`src/rtl/vga_pkg.sv`:
```
// Shared definitions for the VGA AXI4-Lite front-end: response codes,
// FSM state encodings, address-map constants and the region legality check.
package vga_pkg;

    // AXI response codes
    localparam logic [1:0] RESP_OKAY   = 2'b00;
    localparam logic [1:0] RESP_SLVERR = 2'b10;

    // Write-channel FSM states
    typedef enum logic [2:0] {
        W_IDLE,
        W_ADDR_WAIT,
        W_DATA_WAIT,
        W_COMMIT,
        W_RESP
    } wr_state_e;

    // Read-channel FSM states
    typedef enum logic [1:0] {
        R_IDLE,
        R_WAIT,
        R_RESP
    } rd_state_e;

    // Address map (byte addresses)
    localparam logic [31:0] BUF_BASE  = 32'h0000_4000;  // text buffer region
    localparam logic [31:0] BUF_LIMIT = 32'h0000_4960;  // first illegal buffer byte
    localparam logic [31:0] REG_BASE  = 32'h0000_2000;  // colour register region
    localparam logic [31:0] REG_LAST  = 32'h0000_0014;  // last legal register offset

    // True when a byte address hits an implemented location. The buffer
    // region is selected by bit 14 and the register region by bit 13; every
    // address below the register region belongs to the font memory.
    function automatic logic addr_legal(input logic [31:0] addr);
        if (addr >= BUF_BASE) begin
            return addr < BUF_LIMIT;
        end
        if (addr >= REG_BASE) begin
            return (addr - REG_BASE) <= REG_LAST;
        end
        return 1'b1;
    endfunction

endpackage

```
`src/rtl/vga_axil_slave_if.sv`:
```
// AXI4-Lite bus bundle between an AXI master and the VGA front-end slave.
interface vga_axil_slave_if #(
    parameter int unsigned DATA_WIDTH = 32,
    parameter int unsigned ADDR_WIDTH = 15
);

    // Write address channel
    logic                    awvalid;
    logic                    awready;
    logic [ADDR_WIDTH-1:0]   awaddr;
    // Write data channel
    logic                    wvalid;
    logic                    wready;
    logic [DATA_WIDTH-1:0]   wdata;
    logic [DATA_WIDTH/8-1:0] wstrb;
    // Write response channel
    logic                    bvalid;
    logic                    bready;
    logic [1:0]              bresp;
    // Read address channel
    logic                    arvalid;
    logic                    arready;
    logic [ADDR_WIDTH-1:0]   araddr;
    // Read data channel
    logic                    rvalid;
    logic                    rready;
    logic [DATA_WIDTH-1:0]   rdata;
    logic [1:0]              rresp;

    modport slave (
        input  awvalid, awaddr, wvalid, wdata, wstrb, bready,
               arvalid, araddr, rready,
        output awready, wready, bvalid, bresp,
               arready, rvalid, rdata, rresp
    );

    modport master (
        output awvalid, awaddr, wvalid, wdata, wstrb, bready,
               arvalid, araddr, rready,
        input  awready, wready, bvalid, bresp,
               arready, rvalid, rdata, rresp
    );

endinterface

```
`src/rtl/vga_axil_hold_cnt.sv`:
```
// Loadable down-counter with a terminal flag. Loading N-1 makes done_o rise
// on the N-th cycle after the load, which is how the hold/latency windows of
// the AXI front-end are timed.
module vga_axil_hold_cnt #(
    parameter int unsigned WIDTH = 2
) (
    input  logic             clk_i,
    input  logic             rst_i,
    input  logic             load_i,
    input  logic [WIDTH-1:0] load_val_i,
    output logic             done_o
);

    logic [WIDTH-1:0] cnt_q;
    logic [WIDTH-1:0] cnt_d;

    // Next count: load wins, otherwise count down and park at zero
    always_comb begin
        cnt_d = cnt_q;
        if (load_i) begin
            cnt_d = load_val_i;
        end else if (cnt_q != '0) begin
            cnt_d = cnt_q - WIDTH'(1);
        end
    end

    // Count register
    always_ff @(posedge clk_i or posedge rst_i) begin
        if (rst_i) begin
            cnt_q <= '0;
        end else begin
            cnt_q <= cnt_d;
        end
    end

    assign done_o = (cnt_q == '0);

endmodule

```
`src/rtl/vga_axil_slave.sv`:
```
// AXI4-Lite slave front-end for the VGA top level (clk_i domain).
// Converts AXI-lite writes into a latched address/data/strobe bundle with a
// commit strobe held for WR_HOLD cycles, and AXI-lite reads into a read
// request held for RD_LAT cycles before the returned data is captured.
// Optional build macro: VGA_AXIL_RANGE_CHECK_EN enables address decoding;
// accesses outside the implemented regions are answered with SLVERR and
// never reach the VGA top.
module vga_axil_slave
    import vga_pkg::*;
#(
    parameter int unsigned C_AXI_DATA_WIDTH = 32,
    parameter int unsigned C_AXI_ADDR_WIDTH = 15,
    parameter int unsigned WR_HOLD          = 4,
    parameter int unsigned RD_LAT           = 3
) (
    input  logic                            clk_i,
    input  logic                            rst_i,
    vga_axil_slave_if.slave                 s,
    output logic [C_AXI_ADDR_WIDTH-1:0]     axil_waddr_o,
    output logic [C_AXI_DATA_WIDTH-1:0]     axil_wdata_o,
    output logic [C_AXI_DATA_WIDTH/8-1:0]   axil_wstrb_o,
    output logic                            axil_wready_o,
    output logic                            axil_rreq_o,
    output logic [C_AXI_ADDR_WIDTH-1:0]     axil_raddr_o,
    input  logic [C_AXI_DATA_WIDTH-1:0]     axil_rdata_i
);

    localparam int unsigned STRB_W = C_AXI_DATA_WIDTH / 8;
    localparam int unsigned WCNT_W = (WR_HOLD > 1) ? $clog2(WR_HOLD) : 1;
    localparam int unsigned RCNT_W = (RD_LAT > 1) ? $clog2(RD_LAT) : 1;

    // ------------------------------------------------------------------
    // Write path state
    // ------------------------------------------------------------------
    wr_state_e                   wr_state_q, wr_state_d;
    logic                        awready_q, awready_d;
    logic                        wready_q, wready_d;
    logic [C_AXI_ADDR_WIDTH-1:0] waddr_q, waddr_d;
    logic [C_AXI_DATA_WIDTH-1:0] wdata_q, wdata_d;
    logic [STRB_W-1:0]           wstrb_q, wstrb_d;
    logic [1:0]                  bresp_q, bresp_d;
    logic                        aw_fire, w_fire;
    logic                        wr_commit;
    logic                        wr_legal;
    logic                        wr_load;
    logic                        wr_done;

    // ------------------------------------------------------------------
    // Read path state
    // ------------------------------------------------------------------
    rd_state_e                   rd_state_q, rd_state_d;
    logic                        arready_q, arready_d;
    logic [C_AXI_ADDR_WIDTH-1:0] raddr_q, raddr_d;
    logic [C_AXI_DATA_WIDTH-1:0] rdata_q, rdata_d;
    logic [1:0]                  rresp_q, rresp_d;
    logic                        ar_fire;
    logic                        rd_legal;
    logic                        rd_load;
    logic                        rd_done;

    assign aw_fire = s.awvalid && awready_q;
    assign w_fire  = s.wvalid  && wready_q;
    assign ar_fire = s.arvalid && arready_q;

`ifdef VGA_AXIL_RANGE_CHECK_EN
    // The address that will be committed: already latched when only data
    // is outstanding, otherwise the one being accepted this cycle.
    logic [C_AXI_ADDR_WIDTH-1:0] wr_addr_next;
    assign wr_addr_next = (wr_state_q == W_DATA_WAIT) ? waddr_q : s.awaddr;
    assign wr_legal     = addr_legal(32'(wr_addr_next));
    assign rd_legal     = addr_legal(32'(s.araddr));
`else
    assign wr_legal = 1'b1;
    assign rd_legal = 1'b1;
`endif

    // Hold timers for the commit window and the read latency window
    vga_axil_hold_cnt #(.WIDTH(WCNT_W)) u_wr_hold (
        .clk_i      (clk_i),
        .rst_i      (rst_i),
        .load_i     (wr_load),
        .load_val_i (WCNT_W'(WR_HOLD - 1)),
        .done_o     (wr_done)
    );

    vga_axil_hold_cnt #(.WIDTH(RCNT_W)) u_rd_lat (
        .clk_i      (clk_i),
        .rst_i      (rst_i),
        .load_i     (rd_load),
        .load_val_i (RCNT_W'(RD_LAT - 1)),
        .done_o     (rd_done)
    );

    // Write FSM next state: collect AW and W in either order, commit, respond
    always_comb begin
        // NOTE: every signal gets its default before the case so no path
        // leaves one unassigned, which would otherwise infer a latch.
        wr_state_d = wr_state_q;
        waddr_d    = waddr_q;
        wdata_d    = wdata_q;
        wstrb_d    = wstrb_q;
        bresp_d    = bresp_q;
        wr_commit  = 1'b0;
        wr_load    = 1'b0;

        case (wr_state_q)
            W_IDLE: begin
                if (aw_fire) begin
                    waddr_d = s.awaddr;
                end
                if (w_fire) begin
                    wdata_d = s.wdata;
                    wstrb_d = s.wstrb;
                end
                if (aw_fire && w_fire) begin
                    wr_commit = 1'b1;
                end else if (aw_fire) begin
                    wr_state_d = W_DATA_WAIT;
                end else if (w_fire) begin
                    wr_state_d = W_ADDR_WAIT;
                end
            end
            W_ADDR_WAIT: begin
                if (aw_fire) begin
                    waddr_d   = s.awaddr;
                    wr_commit = 1'b1;
                end
            end
            W_DATA_WAIT: begin
                if (w_fire) begin
                    wdata_d   = s.wdata;
                    wstrb_d   = s.wstrb;
                    wr_commit = 1'b1;
                end
            end
            W_COMMIT: begin
                if (wr_done) begin
                    wr_state_d = W_RESP;
                end
            end
            W_RESP: begin
                if (s.bready) begin
                    wr_state_d = W_IDLE;
                end
            end
            default: begin
                wr_state_d = W_IDLE;
            end
        endcase

        // Both halves present: legal writes go through the commit window,
        // illegal ones are answered straight away.
        if (wr_commit) begin
            if (wr_legal) begin
                wr_state_d = W_COMMIT;
                bresp_d    = RESP_OKAY;
                wr_load    = 1'b1;
            end else begin
                wr_state_d = W_RESP;
                bresp_d    = RESP_SLVERR;
            end
        end

        // Ready is registered so it is low out of reset and drops on the
        // cycle after its own handshake.
        awready_d = (wr_state_d == W_IDLE) || (wr_state_d == W_ADDR_WAIT);
        wready_d  = (wr_state_d == W_IDLE) || (wr_state_d == W_DATA_WAIT);
    end

    // Write FSM and write-side holding registers
    always_ff @(posedge clk_i or posedge rst_i) begin
        if (rst_i) begin
            wr_state_q <= W_IDLE;
            awready_q  <= 1'b0;
            wready_q   <= 1'b0;
            waddr_q    <= '0;
            wdata_q    <= '0;
            wstrb_q    <= '0;
            bresp_q    <= RESP_OKAY;
        end else begin
            // NOTE: non-blocking assignments here so every register samples
            // the pre-edge values regardless of statement order.
            wr_state_q <= wr_state_d;
            awready_q  <= awready_d;
            wready_q   <= wready_d;
            waddr_q    <= waddr_d;
            wdata_q    <= wdata_d;
            wstrb_q    <= wstrb_d;
            bresp_q    <= bresp_d;
        end
    end

    // Read FSM next state: accept address, wait the latency, return data
    always_comb begin
        rd_state_d = rd_state_q;
        raddr_d    = raddr_q;
        rdata_d    = rdata_q;
        rresp_d    = rresp_q;
        rd_load    = 1'b0;

        case (rd_state_q)
            R_IDLE: begin
                if (ar_fire) begin
                    raddr_d = s.araddr;
                    if (rd_legal) begin
                        rd_state_d = R_WAIT;
                        rresp_d    = RESP_OKAY;
                        rd_load    = 1'b1;
                    end else begin
                        rd_state_d = R_RESP;
                        rdata_d    = '0;
                        rresp_d    = RESP_SLVERR;
                    end
                end
            end
            R_WAIT: begin
                // Data from the VGA top is valid only on the last wait cycle
                if (rd_done) begin
                    rdata_d    = axil_rdata_i;
                    rd_state_d = R_RESP;
                end
            end
            R_RESP: begin
                if (s.rready) begin
                    rd_state_d = R_IDLE;
                end
            end
            default: begin
                rd_state_d = R_IDLE;
            end
        endcase

        arready_d = (rd_state_d == R_IDLE);
    end

    // Read FSM and read-side holding registers
    always_ff @(posedge clk_i or posedge rst_i) begin
        if (rst_i) begin
            rd_state_q <= R_IDLE;
            arready_q  <= 1'b0;
            raddr_q    <= '0;
            rdata_q    <= '0;
            rresp_q    <= RESP_OKAY;
        end else begin
            rd_state_q <= rd_state_d;
            arready_q  <= arready_d;
            raddr_q    <= raddr_d;
            rdata_q    <= rdata_d;
            rresp_q    <= rresp_d;
        end
    end

    // AXI-side outputs
    assign s.awready = awready_q;
    assign s.wready  = wready_q;
    assign s.bvalid  = (wr_state_q == W_RESP);
    assign s.bresp   = bresp_q;
    assign s.arready = arready_q;
    assign s.rvalid  = (rd_state_q == R_RESP);
    assign s.rdata   = rdata_q;
    assign s.rresp   = rresp_q;

    // VGA-side outputs; strobes decode straight from state so reset clears
    // them without waiting for a clock edge.
    assign axil_waddr_o  = waddr_q;
    assign axil_wdata_o  = wdata_q;
    assign axil_wstrb_o  = wstrb_q;
    assign axil_wready_o = (wr_state_q == W_COMMIT);
    assign axil_rreq_o   = (rd_state_q == R_WAIT);
    assign axil_raddr_o  = raddr_q;

endmodule

```
`src/flat_wrapper.sv`:
```
// flat-port wrapper written by rule: the top's interface ports become plain ports
module vga_axil_slave_flat import vga_pkg::*;
#(
    parameter int unsigned C_AXI_DATA_WIDTH = 32,
    parameter int unsigned C_AXI_ADDR_WIDTH = 15,
    parameter int unsigned WR_HOLD          = 4,
    parameter int unsigned RD_LAT           = 3
)
  (clk_i, rst_i, axil_waddr_o, axil_wdata_o, axil_wstrb_o, axil_wready_o, axil_rreq_o, axil_raddr_o, axil_rdata_i, s_awvalid, s_awaddr, s_wvalid, s_wdata, s_wstrb, s_bready, s_arvalid, s_araddr, s_rready, s_awready, s_wready, s_bvalid, s_bresp, s_arready, s_rvalid, s_rdata, s_rresp);
  vga_axil_slave_if #(.DATA_WIDTH((32)), .ADDR_WIDTH((15))) s_i ();
  input  logic clk_i;
  input  logic rst_i;
  output logic [C_AXI_ADDR_WIDTH-1:0] axil_waddr_o;
  output logic [C_AXI_DATA_WIDTH-1:0] axil_wdata_o;
  output logic [C_AXI_DATA_WIDTH/8-1:0] axil_wstrb_o;
  output logic axil_wready_o;
  output logic axil_rreq_o;
  output logic [C_AXI_ADDR_WIDTH-1:0] axil_raddr_o;
  input  logic [C_AXI_DATA_WIDTH-1:0] axil_rdata_i;
  input wire logic [$bits(s_i.awvalid)-1:0] s_awvalid;
  input wire logic [$bits(s_i.awaddr)-1:0] s_awaddr;
  input wire logic [$bits(s_i.wvalid)-1:0] s_wvalid;
  input wire logic [$bits(s_i.wdata)-1:0] s_wdata;
  input wire logic [$bits(s_i.wstrb)-1:0] s_wstrb;
  input wire logic [$bits(s_i.bready)-1:0] s_bready;
  input wire logic [$bits(s_i.arvalid)-1:0] s_arvalid;
  input wire logic [$bits(s_i.araddr)-1:0] s_araddr;
  input wire logic [$bits(s_i.rready)-1:0] s_rready;
  output wire logic [$bits(s_i.awready)-1:0] s_awready;
  output wire logic [$bits(s_i.wready)-1:0] s_wready;
  output wire logic [$bits(s_i.bvalid)-1:0] s_bvalid;
  output wire logic [$bits(s_i.bresp)-1:0] s_bresp;
  output wire logic [$bits(s_i.arready)-1:0] s_arready;
  output wire logic [$bits(s_i.rvalid)-1:0] s_rvalid;
  output wire logic [$bits(s_i.rdata)-1:0] s_rdata;
  output wire logic [$bits(s_i.rresp)-1:0] s_rresp;
  assign s_i.awvalid = s_awvalid;
  assign s_i.awaddr = s_awaddr;
  assign s_i.wvalid = s_wvalid;
  assign s_i.wdata = s_wdata;
  assign s_i.wstrb = s_wstrb;
  assign s_i.bready = s_bready;
  assign s_i.arvalid = s_arvalid;
  assign s_i.araddr = s_araddr;
  assign s_i.rready = s_rready;
  assign s_awready = s_i.awready;
  assign s_wready = s_i.wready;
  assign s_bvalid = s_i.bvalid;
  assign s_bresp = s_i.bresp;
  assign s_arready = s_i.arready;
  assign s_rvalid = s_i.rvalid;
  assign s_rdata = s_i.rdata;
  assign s_rresp = s_i.rresp;
  vga_axil_slave #(.C_AXI_DATA_WIDTH(C_AXI_DATA_WIDTH), .C_AXI_ADDR_WIDTH(C_AXI_ADDR_WIDTH), .WR_HOLD(WR_HOLD), .RD_LAT(RD_LAT)) u_core (.clk_i(clk_i), .rst_i(rst_i), .s(s_i), .axil_waddr_o(axil_waddr_o), .axil_wdata_o(axil_wdata_o), .axil_wstrb_o(axil_wstrb_o), .axil_wready_o(axil_wready_o), .axil_rreq_o(axil_rreq_o), .axil_raddr_o(axil_raddr_o), .axil_rdata_i(axil_rdata_i));
endmodule
```
`config.mk`:
```
export PLATFORM = sky130hd
export DESIGN_NAME = vga_axil_slave_flat
export DESIGN_NICKNAME = d
export VERILOG_FILES = /design/src/rtl/vga_pkg.sv /design/src/rtl/vga_axil_slave_if.sv /design/src/rtl/vga_axil_hold_cnt.sv /design/src/rtl/vga_axil_slave.sv /design/src/flat_wrapper.sv
export SDC_FILE = /design/constraint.sdc
export NUM_CORES = 1
export LEC_CHECK = 0
export CORE_MARGIN = 3
export CORE_UTILIZATION = 45
export CTS_BUF_LIST = sky130_fd_sc_hd__clkbuf_4
export DETAILED_ROUTE_END_ITERATION = 16
export GPL_TIMING_DRIVEN = 0
export HOLD_SLACK_MARGIN = 0.1
export PLACE_DENSITY = 0.94
export SETUP_SLACK_MARGIN = 0.4
export SLEW_MARGIN = 20
export SYNTH_ARGS = -nofsm -noshare
export SYNTH_HDL_FRONTEND = slang
export SYNTH_SLANG_ARGS = --single-unit
```
`constraint.sdc`:
```
create_clock -name clk_i -period 6.9 [get_ports clk_i]
set_input_delay 1.38 -clock clk_i [delete_from_list [all_inputs] [get_ports clk_i]]
set_output_delay 1.38 -clock clk_i [all_outputs]
set_load 0.005 [all_outputs]
```
Yosys cells after proc, flatten, opt, wreduce, memory -nomap -nowiden
Cells that the tools add are included.
{ "op_classes": {"addsub": 2, "multipliers": 0, "div": 0, "n_lt_le_gt_ge": 0, "eq_ne": 8, "shifts": 0, "muxes": 22, "bitwise": 0, "reduce_logical": 23} }
{ "op_table": {"columns": ["op", "count"], "rows": [
  ["$mux W3", 6],
  ["$mux W2", 7],
  ["$pmux W3 S4", 1],
  ["$eq A3 B2 Y1 const B", 3],
  ["$logic_not A2 Y1", 4],
  ["$reduce_and A2 Y1", 4],
  ["$reduce_bool A2 Y1", 4],
  ["$eq A3 B1 Y1 const B", 2],
  ["$logic_not A3 Y1", 2],
  ["$mux W1", 6],
  ["$pmux W2 S3", 1],
  ["$reduce_or A2 Y1", 3],
  ["$logic_and A1 B1 Y1", 4],
  ["$sub A2 B1 Y2 const B", 2],
  ["$eq A3 B3 Y1 const B", 1],
  ["$pmux W1 S3", 1],
  ["$eq A2 B1 Y1 const B", 1],
  ["$eq A2 B2 Y1 const B", 1],
  ["$logic_or A1 B1 Y1", 2]
]} }
{ "totals": {"regBits": 110, "latch_bits": 0, "ramBits": 0, "romBits": 0, "input_bits": 105, "out_inout_bits": 109, "word_cells": 67, "mem_count": 0} }

Logic depth before layout (Yosys ltp)
Gate-level depths: netlist of run 1.
{ "logic_depth": {"depth_word": 8, "depth_mapped": 5, "depth_no_buf": 4} }

Cells and area by module
A second synthesis of run 1 with hierarchy kept.
{ "unflattened": {"cells_unflattened": 273, "hier_area_um2": 4470.5} }
{ "modules_own_cells": {"columns": ["module", "n_inst", "cells_each", "area_per_inst_um2", "seq_area_each_um2"], "rows": [
  ["vga_axil_slave", 1, 247, 4215.3, 2652.5],
  ["vga_axil_hold_cnt", 2, 13, 127.6, 50.0]
]} }

Worst setup path before layout of run 1
No wires, ideal clock.
{ "synth_timing": {"path_type": "input to register", "startpoint": "in s_arvalid", "endpoint": "reg u_core.raddr_q[0], in the netlist u_core.axil_raddr_o[0]", "setup_time_ns": 0.125, "arrival_ns": 2.310, "required_time_ns": 6.775, "path_slack_ns": 4.465, "path_stages": 4, "n_path_buf": 1, "path_cell_list": "nand2_1 > nor3_4 > buf_4 > mux2_2"} }
{ "synth_via": {"elab_chain_len": 2} }
{ "synth_rtl": {"columns": ["element", "line_no", "text"], "rows": [
  ["start: declaration", "flat_wrapper.sv:26", "input wire logic [$bits(s_i.arvalid)-1:0] s_arvalid;"],
  ["$logic_and A1 B1 Y1", "vga_axil_slave.sv:63", "assign ar_fire = s.arvalid && arready_q;"],
  ["$reduce_and A2 Y1 (no line)", null, null],
  ["end signal: assignment", "vga_axil_slave.sv:247", "raddr_q <= raddr_d;"],
  ["end: declaration", "vga_axil_slave.sv:53", "logic [C_AXI_ADDR_WIDTH-1:0] raddr_q, raddr_d;"]
]} }
Every way passes these cells.
A chain may end at the register's enable or synchronous reset.

Worst setup path in the final report of run 1
{ "layout_timing": {"startpoint": "reg u_core.wr_state_q[2]", "endpoint": "out axil_wready_o"} }
{ "layout_via": {"elab_chain_len": 1} }
{ "layout_rtl": {"columns": ["element", "line_no", "text"], "rows": [
  ["start: declaration", "vga_axil_slave.sv:35", "wr_state_e wr_state_q, wr_state_d;"],
  ["start signal: assignment", "vga_axil_slave.sv:183", "wr_state_q <= wr_state_d;"],
  ["$eq A3 B2 Y1", "vga_axil_slave.sv:268", "assign axil_wready_o = (wr_state_q == W_COMMIT);"],
  ["end: declaration", "flat_wrapper.sv:16", "output logic axil_wready_o;"]
]} }
Every way passes these cells.

==> reports/results.txt, run 1 <==
Status -> complete, no violations
Fill cells -> 588
CTS clock-pin slew for the worst setup and hold paths -> 0.13 ns
Top-count cell post-synth -> dfrtp_1
Slew Viols, Final -> 0
Number of synthesized flops with an enable pin -> 0
Initial DRC Count -> 50
Ys flop type -> dfrtp_1
Post-Synth Adder-Cell Area -> 0.587%
Layout Nets -> 596
Hold crit path type -> register to register
Seq cells post-synth -> 110
Die width -> 103 um
WS Path Type -> register to output port
Die area -> 10700 um^2
Global route overflow -> 0
XOR/XNOR share of the synthesized area -> 0.411%
CP Capture Type -> output port
Largest net degree at the start of global routing -> 63
Comb pwr share -> 47.6%
Number of global-route vias before repair -> 3173
Routed wl met3 -> 948 um
Post-DRT Antenna Nets -> 0
Postcts setup bufs -> 0
GRT Overall Usage -> 19.2%
Crit Path Max Fanout -> 8
Setup tns final -> 0 ns
Mapped Area -> 4270 um^2
Netlist cell types -> 28
Resized cells post-CTS -> 0
Wire length per cell -> 16.9 um
Worst path required time -> 5.52 ns
Final worst setup slack -> 3.75 ns
Area leader, netlist -> dfrtp_1
Site Rows -> 34
Drt first pass iters -> 4
Mux cell area share after synthesis -> 26.5%
Total CTS buffers -> 9
NetSw -> 787 uW
Maxcap violations -> 0
Share of layout cells above drive strength 1 -> 26.6%
Final period util -> 45.7%
LEAKAGE -> 2.84 nW
Int Pwr -> 2.07 mW
Multi-input gate area -> 1400 um^2
Register area -> 2750 um^2
Maximum vdd ir drop -> 0.235 mV
Core area -> 8980 um^2
First-pass GRT wire length -> 15700 um
Htree depth -> 3
Post-synthesis sequential area ratio -> 64.5%
Syn-to-layout area delta -> 57.4%
Clock latency on the worst-skew pair -> 0.43 ns
Ant diodes -> 0
Most frequent cells after synthesis -> 110 x dfrtp_1, 91 x mux2_2, 9 x buf_4
Area post-placement -> 6560 um^2
Clock share of power -> 12.1%
Final Util -> 74.8%
Gate Count Post-Synth -> 265
Final number of hold-violating endpoints -> 0
Via Count -> 2959
Non-Filler Instances -> 619
Routability Congestion -> 0.751
Total power -> 2.86 mW
Top sig layer -> met4
Crit path time final -> 3.15 ns
Mapped Avg Cell Area -> 16.1 um^2
Met2 WL -> 5550 um
CTS Hold Bufs -> 0
Port bufs -> 209
Metal-1 WL -> 3850 um
CP Launch Type -> register
Placed insts -> 604
Worst clock skew -> 0.0291 ns
Max Freq -> 0.317 GHz
Initial core utilization -> 47.5%
CTS tree -> yes
Clk sinks -> 110
Post-synthesis simple-gate area fraction -> 3.34%
Unrepaired setup endpoints after global routing -> false
Root Buffer -> clkbuf_4
Routed wire length -> 10500 um
Async SR Flop Fraction -> 100%
Synth top area share -> 64.5%
Largest family of logic cells by synthesized area -> multiplexers
Yosys warnings -> 0
PD cells -> 426 nW/um^2
Post-DP HPWL -> 8430 um
Fin Hold WS -> 0.509 ns
Final Instance Area -> 6710 um^2
Vias/cell -> 4.78
WP data arrival -> 1.77 ns
Synth Area in Compound Gates -> 1.58%
# DRC -> 0
Initial antenna violation count -> 0
Die H -> 103 um
Switching Fraction -> 27.5%
Setup Viol. Count Final -> 0
I/O pin count -> 214
Setup WS pre-CTS -> 3.83 ns
Flop pwr share -> 40.3%
Most area-consuming cells after synthesis -> dfrtp_1 65%, mux2_2 24%, mux2_4 2.5%
Clock tree buffer depth -> 2
-- final cells by class --
class / instances / share of cell area [%]
plain buffers: 13 / 1.49
well taps: 126 / 2.35
repair buffers: 210 / 31.6
clock inverters: 4 / 1.08
flip-flops and latches: 110 / 41.0
inverters: 7 / 0.466
multi-input cells: 138 / 20.8
clock buffers: 11 / 1.23
-- path summary, 6_finish.rpt --
kind	start	to	slack (ns)	cells after the start
worst min-delay path	u_core.u_rd_lat.cnt_q[1]	u_core.u_rd_lat.cnt_q[1]	0.51	1
worst max-delay path	u_core.wr_state_q[2]	axil_wready_o	3.75	3
worst min register to register	u_core.u_rd_lat.cnt_q[1]	u_core.u_rd_lat.cnt_q[1]	0.51	1
max in group asynchronous	rst_i	u_core.s.rdata[28]	4.89	3
worst max register to register	u_core.wr_state_q[2]	u_core.axil_waddr_o[3]	5.24	3
min in group asynchronous	rst_i	u_core.axil_wdata_o[10]	1.34	2
-- cell families (layout without fill, tap and decap cells) --
family                   count (synthesis)  in the layout
buffers and inverters                   20            245
AO/OA/AOI/OAI                            9              9
flip-flops                             110            110
AND/OR/NAND/NOR                         23             23
XOR/XNOR                                 2              2
multiplexers                            98             98
other                                    1              4
adder cells (fa/ha/maj)                  2              2
-- power by group through the flow --
stage / combinational, mW / sequential [mW] / clock [mW]
after floorplan: 0.540 / 1.18 / 0
after global placement: 1.34 / 1.14 / 0
after detailed placement: 1.39 / 1.18 / 0
after CTS: 1.39 / 1.16 / 0.361
after global routing: 1.47 / 1.19 / 0.390
final: 1.36 / 1.15 / 0.345
-- state kept, by name, summed over array words and instances (netlist names) --
| register | count |
|---|---|
| u_core.s.arready | 1 |
| u_core.axil_wdata_o | 32 |
| u_core.s.awready | 1 |
| u_core.s.rdata | 32 |
| u_core.axil_raddr_o | 15 |
| u_core.s.wready | 1 |
| u_core.u_rd_lat.cnt_q | 2 |
| u_core.rd_state_q | 2 |
| u_core.wr_state_q | 3 |
| u_core.u_wr_hold.cnt_q | 2 |
| u_core.axil_wstrb_o | 4 |
| u_core.axil_waddr_o | 15 |
-- metal layers --
layer / vias up / track usage [%]
met1: 1461 / 21.3
met5: - / 0
met4: 0 / 5.68
met2: 130 / 35.1
met3: 10 / 6.17
li1: 1358 / -
-- critical path: stages, from the launching register on --
cell and delay (ns):
dfrtp_1 0.48, nor2b_1 0.21, and2_1 0.16, clkdlybuf4s50_1 0.51
-- placed cells by master (no fill, tap or decap), drive strengths merged --
cell type	instances
a22o	1
clkinvlp	1
nor2	4
ha	2
nor3	3
conb	4
and2	1
nand3	1
a211o	1
and2b	1
o21bai	2
mux2	98
clkinv	1
and4bb	1
bufinv	2
o211ai	1
a21o	2
xor2	2
a21oi	1
clkdlybuf4s50	209
clkbuf	11
dfrtp	110
buf	14
nand2	6
a211oi	1
nor2b	3
inv	7
nor3b	3
(Power assumes the default switching activity.)
==> run 2: changes to the inputs <==
Settings changed: CORE_UTILIZATION 45 to 37, PLACE_DENSITY 0.94 to 0.83.
Clock period 6.9 ns to 2.7 ns, I/O delays scaled along.
==> run 2 against run 1 <==
First-iteration DRC count up 88%. Clock skew down 0.021 ns. Wire length down 1.4%. Clock power rose to 2.5 times the previous value. Critical path depth unchanged. Via count up 1.8%. Cell area up 1.4%. Register-to-register slack worse by 4.3 ns. Core utilization down 13 points. Flip-flop and latch count unchanged. Non-clock buffer count up 7. Power rose to 2.6 times the previous value. Largest cell class unchanged.
==> reports/results.txt, run 2 (synthesis results as in run 1) <==
Clk sinks -> 110 (unchanged)
Tightest Pin Transition -> 0.518 ns
Crit-path max cell delay -> 0.51 ns (about the same)
Area post-placement -> 6620 um^2 (+0.86%)
Htree depth -> 3 (unchanged)
Port bufs -> 209 (unchanged)
CP max stage cell -> clkdlybuf4s50_1
WS Path Type -> register to output port
Final period util -> 83.0%
First-pass GRT wire length -> 16600 um (+5.7%)
Die area -> 12900 um^2 (+20%)
# DRC -> 0 (unchanged)
Max-Slew Margin vs Limit -> 65.4%
Layout Nets -> 603 (+1.2%)
Die H -> 113 um (+9.7%)
Global route overflow -> 0 (unchanged)
Via Count -> 3012 (+1.8%)
Crit path from -> u_core.wr_state_q[2]
Maximum vdd ir drop -> 0.542 mV (+130%)
Initial core utilization -> 38.7% (-8.9 points)
Worst path required time -> 2.16 ns (-3.36 ns)
Commonest non-fill, non-tap cell in the layout -> clkdlybuf4s50_1
Crit-path cells -> nor2b_2 > and2_1 > clkdlybuf4s50_1
Ant diodes -> 0 (unchanged)
Initial DRC Count -> 94 (+88%)
Final number of hold-violating endpoints -> 0 (unchanged)
Drt first pass iters -> 4 (unchanged)
Clock latency on the worst-skew pair -> 0.44 ns (about the same)
Hold crit path type -> input port to async pin
Max Freq -> 0.446 GHz
Wire length per cell -> 16.1 um (-4.8%)
Total CTS buffers -> 9 (unchanged)
CTS clock-pin slew for the worst setup and hold paths -> 0.15 ns (+0.02 ns)
Worst clock skew -> 0.00855 ns (-0.0205 ns)
Initial antenna violation count -> 0 (unchanged)
Post-DP HPWL -> 8160 um (-3.2%)
Routability Congestion -> 0.767 (+2.1%)
Post-DRT Antenna Nets -> 0 (unchanged)
Die width -> 113 um (+9.7%)
Clock tree buffer depth -> 2 (unchanged)
Most frequent cells in the layout -> 208 x clkdlybuf4s50_1, 108 x dfrtp_1, 91 x mux2_2, 14 x buf_4, 10 x clkbuf_4
GRT Overall Usage -> 16.4% (-2.8 points)
Syn-to-layout area delta -> 59.7%
CP Capture Type -> output port
Vias/cell -> 4.70 (-1.7%)
LEAKAGE -> 2.89 nW (+1.5%)
Maxcap violations -> 0 (unchanged)
WP data arrival -> 1.70 ns (-0.07 ns)
Core area -> 11000 um^2 (+23%)
CTS Hold Bufs -> 0 (unchanged)
Number of global-route vias before repair -> 3309 (+4.3%)
Share of layout cells above drive strength 1 -> 27.9% (+1.4 points)
Crit Path Max Fanout -> 4 (-4)
Site Rows -> 38 (+12%)
Unrepaired setup endpoints after global routing -> true
Fin Hold WS -> 0.457 ns (-0.0527 ns)
Slew Viols, Final -> 0 (unchanged)
Final Instance Area -> 6810 um^2 (+1.4%)
PD cells -> 1080 nW/um^2 (+150%)
Status -> complete, no violations
Setup tns final -> 0 ns (unchanged)
CTS tree -> yes
Root Buffer -> clkbuf_4
Setup Viol. Count Final -> 0 (unchanged)
Crit Reg-Reg Startpoint -> u_core.wr_state_q[2]
I/O pin count -> 214 (unchanged)
Crit path time final -> 2.24 ns
Largest net degree at the start of global routing -> 35 (-44%)
Routed wire length -> 10300 um (-1.4%)
CP Launch Type -> register
run 2: cell type report:
| class | count | area, um^2 |
|---|---|---|
| Timing Repair Buffer | 217 | 2200 |
| Sequential cell | 110 | 2760 |
| Inverter | 7 | 30.0 |
| Buffer | 13 | 100 |
| Multi-Input combinational cell | 138 | 1400 |
| Clock buffer | 10 | 75.1 |
| Tap cell | 140 | 175 |
| Clock inverter | 6 | 76.3 |
| Fill cell | 886 | 4220 |
run 2: final timing paths:
path | endpoint | slack (ns) | depth (start not counted)
worst max register to register | u_core.axil_waddr_o[6] | 0.90 | 4
worst min-delay path | u_core.axil_wdata_o[14] | 0.46 | 2
max in group asynchronous | u_core.s.arready | 1.52 | 4
min in group clk_i | u_core.u_rd_lat.cnt_q[1] | 0.51 | 1
worst min register to register | u_core.u_rd_lat.cnt_q[1] | 0.51 | 1
worst max-delay path | axil_wready_o | 0.46 | 3
run 2: layer usage:
metal | GRT usage, % | wire, um | vias up
li1 | - | - | 1372
met1 | 18.6 | 3800 | 1505
met2 | 29.0 | 5470 | 123
met3 | 6.05 | 907 | 12
met4 | 4.89 | 129 | 0
met5 | 0 | 0 | -
run 2: what timing repair did:
action                                  in CTS  in global routing
buffers inserted                             2                  3
endpoints found under the setup margin       2                  3
resized for setup                            4                  1
run 2: power breakdown:
group	switching [mW]	internal [mW]	total, mW
Combinational	1.07	2.47	3.54
Sequential	0.451	2.49	2.94
Clock	0.502	0.377	0.879
Total	2.02	5.34	7.36
run 2: worst max-delay path, delay by kind of cell, from the launching register on:
kind	cells	cell delay, ns
buffers and inverters	1	0.51
AND/OR/NAND/NOR	2	0.28
flip-flops	1	0.46
run 2: metrics by stage:
stage                     util (%)  power [mW]  worst slack [ns]  instances
after floorplan                  -        4.39             0.831        268
after global placement        59.4        6.36            -0.178        617
final                         61.7        7.36             0.458        641
after detailed placement      60.0        6.53             0.418        620
after CTS                     61.5        7.45             0.415        638
after global routing          61.7        7.87             0.364        641
